===== src/rtl/marie_core.sv =====
// Fetch/decode/execute sequencer for the 16-bit MARIE accumulator machine.
// Drives a single-port synchronous RAM with one-cycle read latency.
module marie_core #(
    parameter int                    ADDR_WIDTH = 12,
    parameter int                    DATA_WIDTH = 16,
    parameter logic [ADDR_WIDTH-1:0] RESET_PC   = '0
) (
    input  logic                  clk,
    input  logic                  rst,
    input  logic                  run,
    output logic [ADDR_WIDTH-1:0] mem_addr,
    output logic [DATA_WIDTH-1:0] mem_wdata,
    input  logic [DATA_WIDTH-1:0] mem_rdata,
    output logic                  mem_cs,
    output logic                  mem_we,
    output logic                  mem_oe,
    input  logic [DATA_WIDTH-1:0] in_data,
    input  logic                  in_valid,
    output logic                  in_ready,
    output logic [DATA_WIDTH-1:0] out_data,
    output logic                  out_valid,
    input  logic                  out_ready,
    output logic [ADDR_WIDTH-1:0] pc,
    output logic [DATA_WIDTH-1:0] ac,
    output logic                  halted
);

    localparam logic [3:0] OP_LOAD  = 4'h1;
    localparam logic [3:0] OP_STORE = 4'h2;
    localparam logic [3:0] OP_ADD   = 4'h3;
    localparam logic [3:0] OP_SUBT  = 4'h4;
    localparam logic [3:0] OP_INPUT = 4'h5;
    localparam logic [3:0] OP_OUT   = 4'h6;
    localparam logic [3:0] OP_HALT  = 4'h7;
    localparam logic [3:0] OP_SKIP  = 4'h8;
    localparam logic [3:0] OP_JUMP  = 4'h9;
    localparam logic [3:0] OP_CLEAR = 4'hA;

    localparam logic [ADDR_WIDTH-1:0] PC_ONE = ADDR_WIDTH'(1);

    typedef enum logic [3:0] {
        S_IDLE,
        S_FETCH,
        S_FWAIT,
        S_DECODE,
        S_MADDR,
        S_MWAIT,
        S_EXEC2,
        S_MWRITE,
        S_EXEC1,
        S_IN_WAIT,
        S_OUT_WAIT,
        S_HALTED
    } state_t;

    state_t                r_state;
    logic [ADDR_WIDTH-1:0] r_pc;
    logic [ADDR_WIDTH-1:0] r_mar;
    logic [DATA_WIDTH-1:0] r_ir;
    logic [DATA_WIDTH-1:0] r_mbr;
    logic [DATA_WIDTH-1:0] r_ac;

    logic [3:0]            w_rd_op;
    logic [3:0]            w_ir_op;
    logic [ADDR_WIDTH-1:0] w_operand;
    logic [1:0]            w_skip_cond;
    logic                  w_ac_neg;
    logic                  w_ac_zero;
    logic                  w_skip;

    assign w_rd_op     = mem_rdata[DATA_WIDTH-1 -: 4];
    assign w_ir_op     = r_ir[DATA_WIDTH-1 -: 4];
    assign w_operand   = r_ir[ADDR_WIDTH-1:0];
    assign w_skip_cond = r_ir[ADDR_WIDTH-1 -: 2];
    assign w_ac_neg    = r_ac[DATA_WIDTH-1];
    assign w_ac_zero   = (r_ac == '0);

    // AC is compared as two's complement; condition 11 never skips.
    always_comb begin
        w_skip = 1'b0;
        case (w_skip_cond)
            2'b00:   w_skip = w_ac_neg;
            2'b01:   w_skip = w_ac_zero;
            2'b10:   w_skip = !w_ac_neg && !w_ac_zero;
            default: w_skip = 1'b0;
        endcase
    end

    always_ff @(posedge clk or posedge rst) begin
        if (rst) begin
            r_state <= S_IDLE;
            r_pc    <= RESET_PC;
            r_mar   <= '0;
            r_ir    <= '0;
            r_mbr   <= '0;
            r_ac    <= '0;
        end else begin
            case (r_state)
                S_IDLE: begin
                    if (run) r_state <= S_FETCH;
                end
                S_FETCH: begin
                    r_mar   <= r_pc;
                    r_state <= S_FWAIT;
                end
                S_FWAIT: begin
                    r_state <= S_DECODE;
                end
                S_DECODE: begin
                    r_ir <= mem_rdata;
                    r_pc <= r_pc + PC_ONE;
                    case (w_rd_op)
                        OP_LOAD, OP_STORE, OP_ADD, OP_SUBT: r_state <= S_MADDR;
                        OP_INPUT:                           r_state <= S_IN_WAIT;
                        OP_OUT:                             r_state <= S_OUT_WAIT;
                        OP_HALT:                            r_state <= S_HALTED;
                        default:                            r_state <= S_EXEC1;
                    endcase
                end
                S_MADDR: begin
                    r_mar <= w_operand;
                    if (w_ir_op == OP_STORE) begin
                        r_mbr   <= r_ac;
                        r_state <= S_MWRITE;
                    end else begin
                        r_state <= S_MWAIT;
                    end
                end
                S_MWAIT: begin
                    r_state <= S_EXEC2;
                end
                S_EXEC2: begin
                    r_mbr <= mem_rdata;
                    case (w_ir_op)
                        OP_LOAD: r_ac <= mem_rdata;
                        OP_ADD:  r_ac <= r_ac + mem_rdata;
                        OP_SUBT: r_ac <= r_ac - mem_rdata;
                        default: r_ac <= r_ac;
                    endcase
                    r_state <= S_FETCH;
                end
                S_MWRITE: begin
                    r_state <= S_FETCH;
                end
                S_EXEC1: begin
                    // PC already points past this instruction, so a skip adds one more.
                    case (w_ir_op)
                        OP_SKIP:  if (w_skip) r_pc <= r_pc + PC_ONE;
                        OP_JUMP:  r_pc <= w_operand;
                        OP_CLEAR: r_ac <= '0;
                        default:  r_ac <= r_ac;
                    endcase
                    r_state <= S_FETCH;
                end
                S_IN_WAIT: begin
                    if (in_valid) begin
                        r_ac    <= in_data;
                        r_state <= S_FETCH;
                    end
                end
                S_OUT_WAIT: begin
                    if (out_ready) r_state <= S_FETCH;
                end
                S_HALTED: begin
                    r_state <= S_HALTED;
                end
                default: begin
                    r_state <= S_IDLE;
                end
            endcase
        end
    end

    // Strobes are a pure decode of the state register, so reset drops them at once.
    assign mem_cs    = (r_state == S_FWAIT) || (r_state == S_MWAIT) || (r_state == S_MWRITE);
    assign mem_oe    = (r_state == S_FWAIT) || (r_state == S_MWAIT);
    assign mem_we    = (r_state == S_MWRITE);
    assign in_ready  = (r_state == S_IN_WAIT);
    assign out_valid = (r_state == S_OUT_WAIT);
    assign halted    = (r_state == S_HALTED);

    assign mem_addr  = r_mar;
    assign mem_wdata = r_mbr;
    assign out_data  = r_ac;
    assign pc        = r_pc;
    assign ac        = r_ac;

endmodule


===== config.mk =====
export PLATFORM = sky130hd
export DESIGN_NAME = marie_core
export DESIGN_NICKNAME = d
export VERILOG_FILES = /design/src/rtl/marie_core.sv
export SDC_FILE = /design/constraint.sdc
export NUM_CORES = 1
export LEC_CHECK = 0
export CORE_MARGIN = 2
export CORE_UTILIZATION = 30
export CTS_CLUSTER_DIAMETER = 30
export CTS_CLUSTER_SIZE = 25
export DETAILED_ROUTE_END_ITERATION = 12
export GPL_TIMING_DRIVEN = 0
export PLACE_DENSITY = 0.49
export SYNTH_ARGS = -nofsm -noshare
export SYNTH_HDL_FRONTEND = slang
export SYNTH_SLANG_ARGS = --single-unit

===== constraint.sdc =====
create_clock -name clk -period 3.9 [get_ports clk]
set_input_delay 0.78 -clock clk [delete_from_list [all_inputs] [get_ports clk]]
set_output_delay 0.78 -clock clk [all_outputs]
set_load 0.02 [all_outputs]

==> impl_results.md, run 1 <==
* Status: complete, no violations
* Crit end category: flop
* Most used cell, CP: o21ai_0
* Rows at 47
* Final Hold Violating Endpoints at 0
* CP Class: flop to flop
* DP Worst Slack at -0.703 ns
* Initial DRC Count at around 320
* Synth top area share at 0.369
* Nets at 800
* Avg Cell Area, Syn at 8.35 µm²
* Comb pwr share at 0.607
* Unique cell type count in the Yosys netlist at 64
* Async SR Flop Fraction at 1.00
* PortBufs at 111
* Dpl cell area at 6570 µm²
* Vias in the first global route at about 5000
* Clock root cell: clkbuf_16
* Multi-input logic area at 2930 µm²
* Max-slew headroom at 0.319
* Reg clk slew, reported paths at about 0.060 ns
* Initial antenna violation count at 0
* Ys flop type: dfrtp_1
* CP max stage cell: nor4b_4
* Area growth syn-to-layout at 34.6%
* Unrepaired setup endpoints after global routing: no
* Leak pwr at roughly 3 nW
* Sequential share of the synthesized area at 0.369
* Post-route cell area at 6940 µm²
* Fill cell count at ~1700
* Post-synth top area cell: dfrtp_1
* Final Wtd Congestion at approximately 0.8
* Hold Path Class: flop to flop
* Slew of the pin with the lowest slew margin at 1.01 ns
* All-Layer GR Usage at 0.200
* Final worst-path cycle share at 0.931
* Largest cells by area after synthesis: dfrtp_1 (37%), nand2_1 (8.8%), o21ai_0 (6.3%)
* Share of layout cells above drive strength 1 at 0.121
* Grt met3 use at 0.0218
* Largest net degree at the start of global routing at 54
* First-pass GRT wire length at between 20000 and 30000 µm
* CTS tree: yes
* Fmax at 0.275 GHz
* Initial core utilization at 0.309
* Via/cell ratio at roughly 5.2
* IO Count at between 100 and 150
* Psw at 0.00287 W
* Average wire per standard cell at ~18 µm
* Latest clock arrival within the worst-skew pair at about 0.35 ns
* Core area at 16700 µm²
* CP Cell Sequence: nor4b_4 > mux2i_1 > fa_1 > a21oi_1 > o21ai_0 > o21ai_0 > a31oi_2 > a211oi_2 > xor2_1 > a41oi_1
* Final ANT Viol Nets at 0
* Pre-Repair DR Iteration Count at 5
* Synth Warn # at 0
* CTS max path bufs at 2
* CTS HTree Levels at 3
* Syn Nets at between 600 and 700
* Die area at between 15000 and 20000 µm²
* Seq pwr share at 0.258
* Cells after synthesis at approximately 600
* Max-slew violations at 0
* Clock Skews at 0.0117 ns
* Detailed Route WL at about 18000 µm
* Max VDD drop at approximately 0.00038 V
* Die Y at ~140 µm
* DIE WIDTH at 135 µm
* GR Util met2 at 0.336
* PD cells at approximately 900 nW/µm²
* # DRC at 0
* Cts bufs inserted at 9
* MaxCap Viol Count at 0
* Vias at 5009
* Final Critical Period at 3.63 ns
* Netlist Area Pre-Place at roughly 5200 µm²
* Worst Path Arrival at ~3.8 ns
* Crit Path Max Fanout at 10
* Critical Path Start Type: flop
* Clock power frac at 0.135
* CTS sink cnt at 76
* Pint at about 0.0034 W
* GR Util met1 at 0.277
* Register Area at 1900 µm²
* Flops & latches, synth at 76
* Hpwl dp at between 10000 and 15000 µm
* Slowest Stage Delay on Critical Path at between 0.6 and 0.7 ns
* Final setup fails at 0
* Post-route setup TNS at 0 ns
* Placed Cells at around 950
* GR peak layer: met2
* WP data required at 4.10 ns
* Final cell count without fillers at a little under 1000
* Switching Share at 0.458
* GRT overflow at 0
* Number of synthesized flops with an enable pin at 0
* Final setup margin at around 0.27 ns
* Hold_buf cts at 0
* # diodes at 0
-- cell families (layout without fill, tap and decap cells) --
group	count (synthesis)	in the layout	synth area share
mux	31	31	0.0604
fa+ha+maj	18	18	0.0451
compound gates	168	168	0.193
xor+xnor	27	27	0.0459
simple gates	234	234	0.217
flops	76	76	0.369
buf+inv	63	196	0.0697
-- routing by layer --
layer | share of wire | wire length (µm)
met4 | 0.011 | 195
met5 | 0 | 0
met2 | 0.49 | 8670
met1 | 0.45 | 8010
met3 | 0.044 | 782
-- final cells by class --
cell class              instances  share of cell area
clock inverters                 6             0.00920
plain buffers                  51              0.0453
flip-flops and latches         76               0.274
repair buffers                117               0.169
well taps                     220              0.0397
multi-input cells             478               0.422
clock buffers                  10              0.0330
inverters                      12             0.00685
-- final timing paths --
path / cells past startpoint / slack (ns) / start / end
max in group asynchronous: 3 / 2.55 / rst / ac[7]
min reg2reg: 2 / 0.50 / r_ir[0] / mem_addr[0]
min: 2 / 0.50 / r_ir[0] / mem_addr[0]
max reg2reg: 10 / 0.27 / r_ir[15] / ac[14]
min in group asynchronous: 2 / 0.77 / rst / mem_addr[0]
max: 10 / 0.27 / r_ir[15] / ac[14]
-- synthesized netlist by cell type, drive strengths merged (2+ instances only) --
cell type,count
a211oi,2
a21o,4
a21oi,52
a22oi,4
a31o,2
a31oi,9
and2,4
and3,6
buf,40
clkbuf,11
dfrtp,76
ha,17
inv,12
mux2i,30
nand2,121
nand2b,9
nand3,20
nand3b,5
nand4,3
nand4b,2
nor2,37
nor2b,6
nor3,6
nor3b,2
nor4,6
nor4b,2
o211ai,2
o21a,3
o21ai,71
o21bai,2
o22ai,6
o31ai,4
xnor2,15
xor2,12
-- power groups by stage --
stage | combinational [W] | clock (W) | sequential [W]
2_1_floorplan | 0.00206 | 0 | 0.00182
3_3_place_gp | 0.00368 | 0 | 0.00162
3_5_place_dp | 0.00369 | 0 | 0.00163
4_1_cts | 0.00377 | 0.000871 | 0.00162
5_1_grt | 0.00417 | 0.000900 | 0.00169
6_report | 0.00381 | 0.000849 | 0.00162
-- flip-flops by register name, summed over array words and instances (netlist names) --
register	count
mem_wdata	16
pc	12
r_state	4
r_ir	16
mem_addr	12
ac	16
-- what timing repair did --
item,4_1_cts,5_1_grt
pin swaps,5,6
buffers inserted,1,4
gates resized for setup,10,10
setup endpoints to repair,4,4
-- per-stage QoR --
stage	hold WS, ns	total power, W	utilization
global placement	0.494	0.00530	0.392
floorplan	0.450	0.00388	-
global route	0.561	0.00676	0.415
finish	0.504	0.00628	0.415
CTS	0.510	0.00626	0.413
detailed placement	0.492	0.00532	0.393
-- worst max-delay path: cells and delay by family (launching register included) --
| family | cells | cell delay [ns] |
|---|---|---|
| AOI/OAI and AO/OA | 6 | 1.26 |
| and+or+nand+nor | 1 | 0.68 |
| DFF | 1 | 0.50 |
| adders and majority gates | 1 | 0.46 |
| xor gates and xnor gates | 1 | 0.32 |
| muxes | 1 | 0.24 |
-- cell usage in the layout, fill, tap and decap left out, types with 8 or more instances in the layout --
master	instances
nand2_1	121
mux2i_1	30
dfrtp_1	76
nor2_1	34
clkbuf_1	12
ha_1	17
clkbuf_16	9
buf_4	24
clkdlybuf4s50_1	105
a21oi_1	50
inv_1	10
xor2_1	12
o21ai_0	62
xnor2_1	15
o21ai_1	8
nand2b_1	8
buf_2	17
nand3_1	19
a31oi_1	8
Power figures use the tool's default switching activity.
==> run 2: changes to the inputs <==
clock period = 3.65 ns   (was 3.9 ns; I/O delays follow)
==> run 2 against run 1 <==
Global-route usage is essentially flat. Clock power rose by 6.8%. Hold slack barely moved. Register-to-register slack about the same. First-iteration DRC count decreased by 19%. Power grew 6.6%. Final cell count up 0.10%. Die area unchanged. Highest routed layer unchanged. Critical path depth grew 2. Cell area is essentially flat. Clock-buffer cell count unchanged. Non-clock buffer count rose by 1.
==> impl_results.md, run 2 (synthesis results as in run 1) <==
* Status: complete, no violations
* Rows at 47
* Hold Path Class: flop to flop
* CTS sink cnt at 76
* MaxCap Viol Count at 0
* Crit end category: flop
* # DRC at 0
* Hold Worst Slack at 0.503 ns
* WP data required at ~3.9 ns
* IO Count at between 100 and 150
* Final setup fails at 0
* Most used cell, CP: xor2_1
* DIE WIDTH at 135 µm
* Dpl cell area at 6570 µm²
* Worst Path Arrival at 3.61 ns
* PortBufs at ~110
* Via/cell ratio at between 5 and 6
* Critical Path Start Type: primary input
* Latest clock arrival within the worst-skew pair at ~0.35 ns
* Largest net degree at the start of global routing at 54
* PD cells at 964 nW/µm²
* Detailed Route WL at approximately 18000 µm
* Die Y at 135 µm
* Cts bufs inserted at 9
* Nets at roughly 800
* Pre-Repair DR Iteration Count at 4
* Die area at between 15000 and 20000 µm²
* GRT overflow at 0
* Core area at between 15000 and 20000 µm²
* Slew of the pin with the lowest slew margin at between 1 and 1.5 ns
* Fmax at about 0.29 GHz
* Slowest Stage Delay on Critical Path at about 0.6 ns
* CP Cell Sequence: clkdlybuf4s50_1 > nor3_2 > nand2_1 > o21ai_0 > xor2_1 > ha_1 > a21o_1 > a21oi_1 > nor2_1 > a211oi_2 > xor2_1 > a41oi_1
* CP max stage cell: clkdlybuf4s50_1
* Final Wtd Congestion at approximately 0.8
* Final Hold Violating Endpoints at 0
* Leak pwr at 3.03 nW
* Max VDD drop at approximately 0.0004 V
* Max-slew headroom at 0.315
* CP Class: primary input to flop
* Commonest cells after routing, fill and taps aside: nand2_1 (121), clkdlybuf4s50_1 (104), dfrtp_1 (76), o21ai_0 (62), a21oi_1 (50)
* Initial antenna violation count at 0
* Max-slew violations at 0
* Final ANT Viol Nets at 0
* Crit Path Max Fanout at 6
* Share of layout cells above drive strength 1 at 0.126
* Initial DRC Count at 259
* CTS tree: yes
* Clock root cell: clkbuf_16
* Reg clk slew, reported paths at roughly 0.060 ns
* Clock Skews at 0.0127 ns
* Final worst-path cycle share at 0.934
* Vias in the first global route at between 4000 and 5000
* Average wire per standard cell at 18.1 µm
* Hold_buf cts at 0
* # diodes at 0
* Post-route cell area at approximately 7000 µm²
* Final Critical Period at 3.41 ns
* All-Layer GR Usage at 0.200
* Hpwl dp at around 13000 µm
* Initial core utilization at 0.309
* First-pass GRT wire length at about 28000 µm
* CTS max path bufs at 2
* Unrepaired setup endpoints after global routing: no
* Area growth syn-to-layout at 34.5%
* Post-Route Utilization at 0.415
* Most common cell after layout, fill and taps aside: nand2_1
* CTS HTree Levels at 3
* Vias at 4988
run 2: repair_timing:
| action | CTS | global route |
|---|---|---|
| setup endpoints to repair | 5 | 5 |
| setup buffers | 2 | 4 |
| resized for setup | 15 | 13 |
| pin swaps | 5 | 8 |
run 2: cell type report:
type	instances	area, µm²
Fill cell	1729	9770
Multi-Input combinational cell	478	2940
Sequential cell	76	1900
Inverter	12	47.5
Buffer	51	314
Tap cell	220	275
Clock buffer	10	229
Timing Repair Buffer	118	1170
Clock inverter	6	63.8
run 2: final timing paths:
check	slack (ns)	startpoint	cells past startpoint	endpoint
max	0.24	mem_rdata[8]	12	ac[14]
min	0.50	r_ir[0]	2	mem_addr[0]
max reg2reg	0.28	r_ir[15]	12	ac[14]
min reg2reg	0.50	r_ir[0]	2	mem_addr[0]
max in group asynchronous	2.35	rst	3	ac[7]
min in group asynchronous	0.72	rst	2	ac[1]
run 2: worst max-delay path, delay by kind of cell:
family	cells	cell delay (ns)
buffers and inverters	1	0.59
adder cells (fa/ha/maj)	1	0.30
XOR/XNOR	2	0.53
AO/OA/AOI/OAI	5	0.97
AND/OR/NAND/NOR	3	0.49
run 2: layer usage:
| layer | GRT usage | wire length [µm] | vias up |
|---|---|---|---|
| li1 | - | - | 2408 |
| met1 | 0.277 | 8100 | 2432 |
| met2 | 0.337 | 8600 | 136 |
| met3 | 0.0218 | 675 | 12 |
| met4 | 0.0498 | 190 | 0 |
| met5 | 0 | 0 | - |
run 2: power by group:
group	internal, W	switching [W]
combinational	0.00185	0.00220
clock	0.000530	0.000376
sequential	0.00124	0.000483
total	0.00363	0.00306
run 2: per-stage QoR:
| step | worst slack, ns | setup TNS, ns | total power [W] | instances |
|---|---|---|---|---|
| 2_1_floorplan | 0.270 | 0 | 0.00414 | 617 |
| 3_3_place_gp | -0.946 | -44.59 | 0.00566 | 948 |
| 3_5_place_dp | -0.903 | -3.92 | 0.00568 | 949 |
| 4_1_cts | 0.0278 | 0 | 0.00670 | 967 |
| 5_1_grt | 0.0244 | 0 | 0.00721 | 971 |
| 6_report | 0.240 | 0 | 0.00669 | 971 |
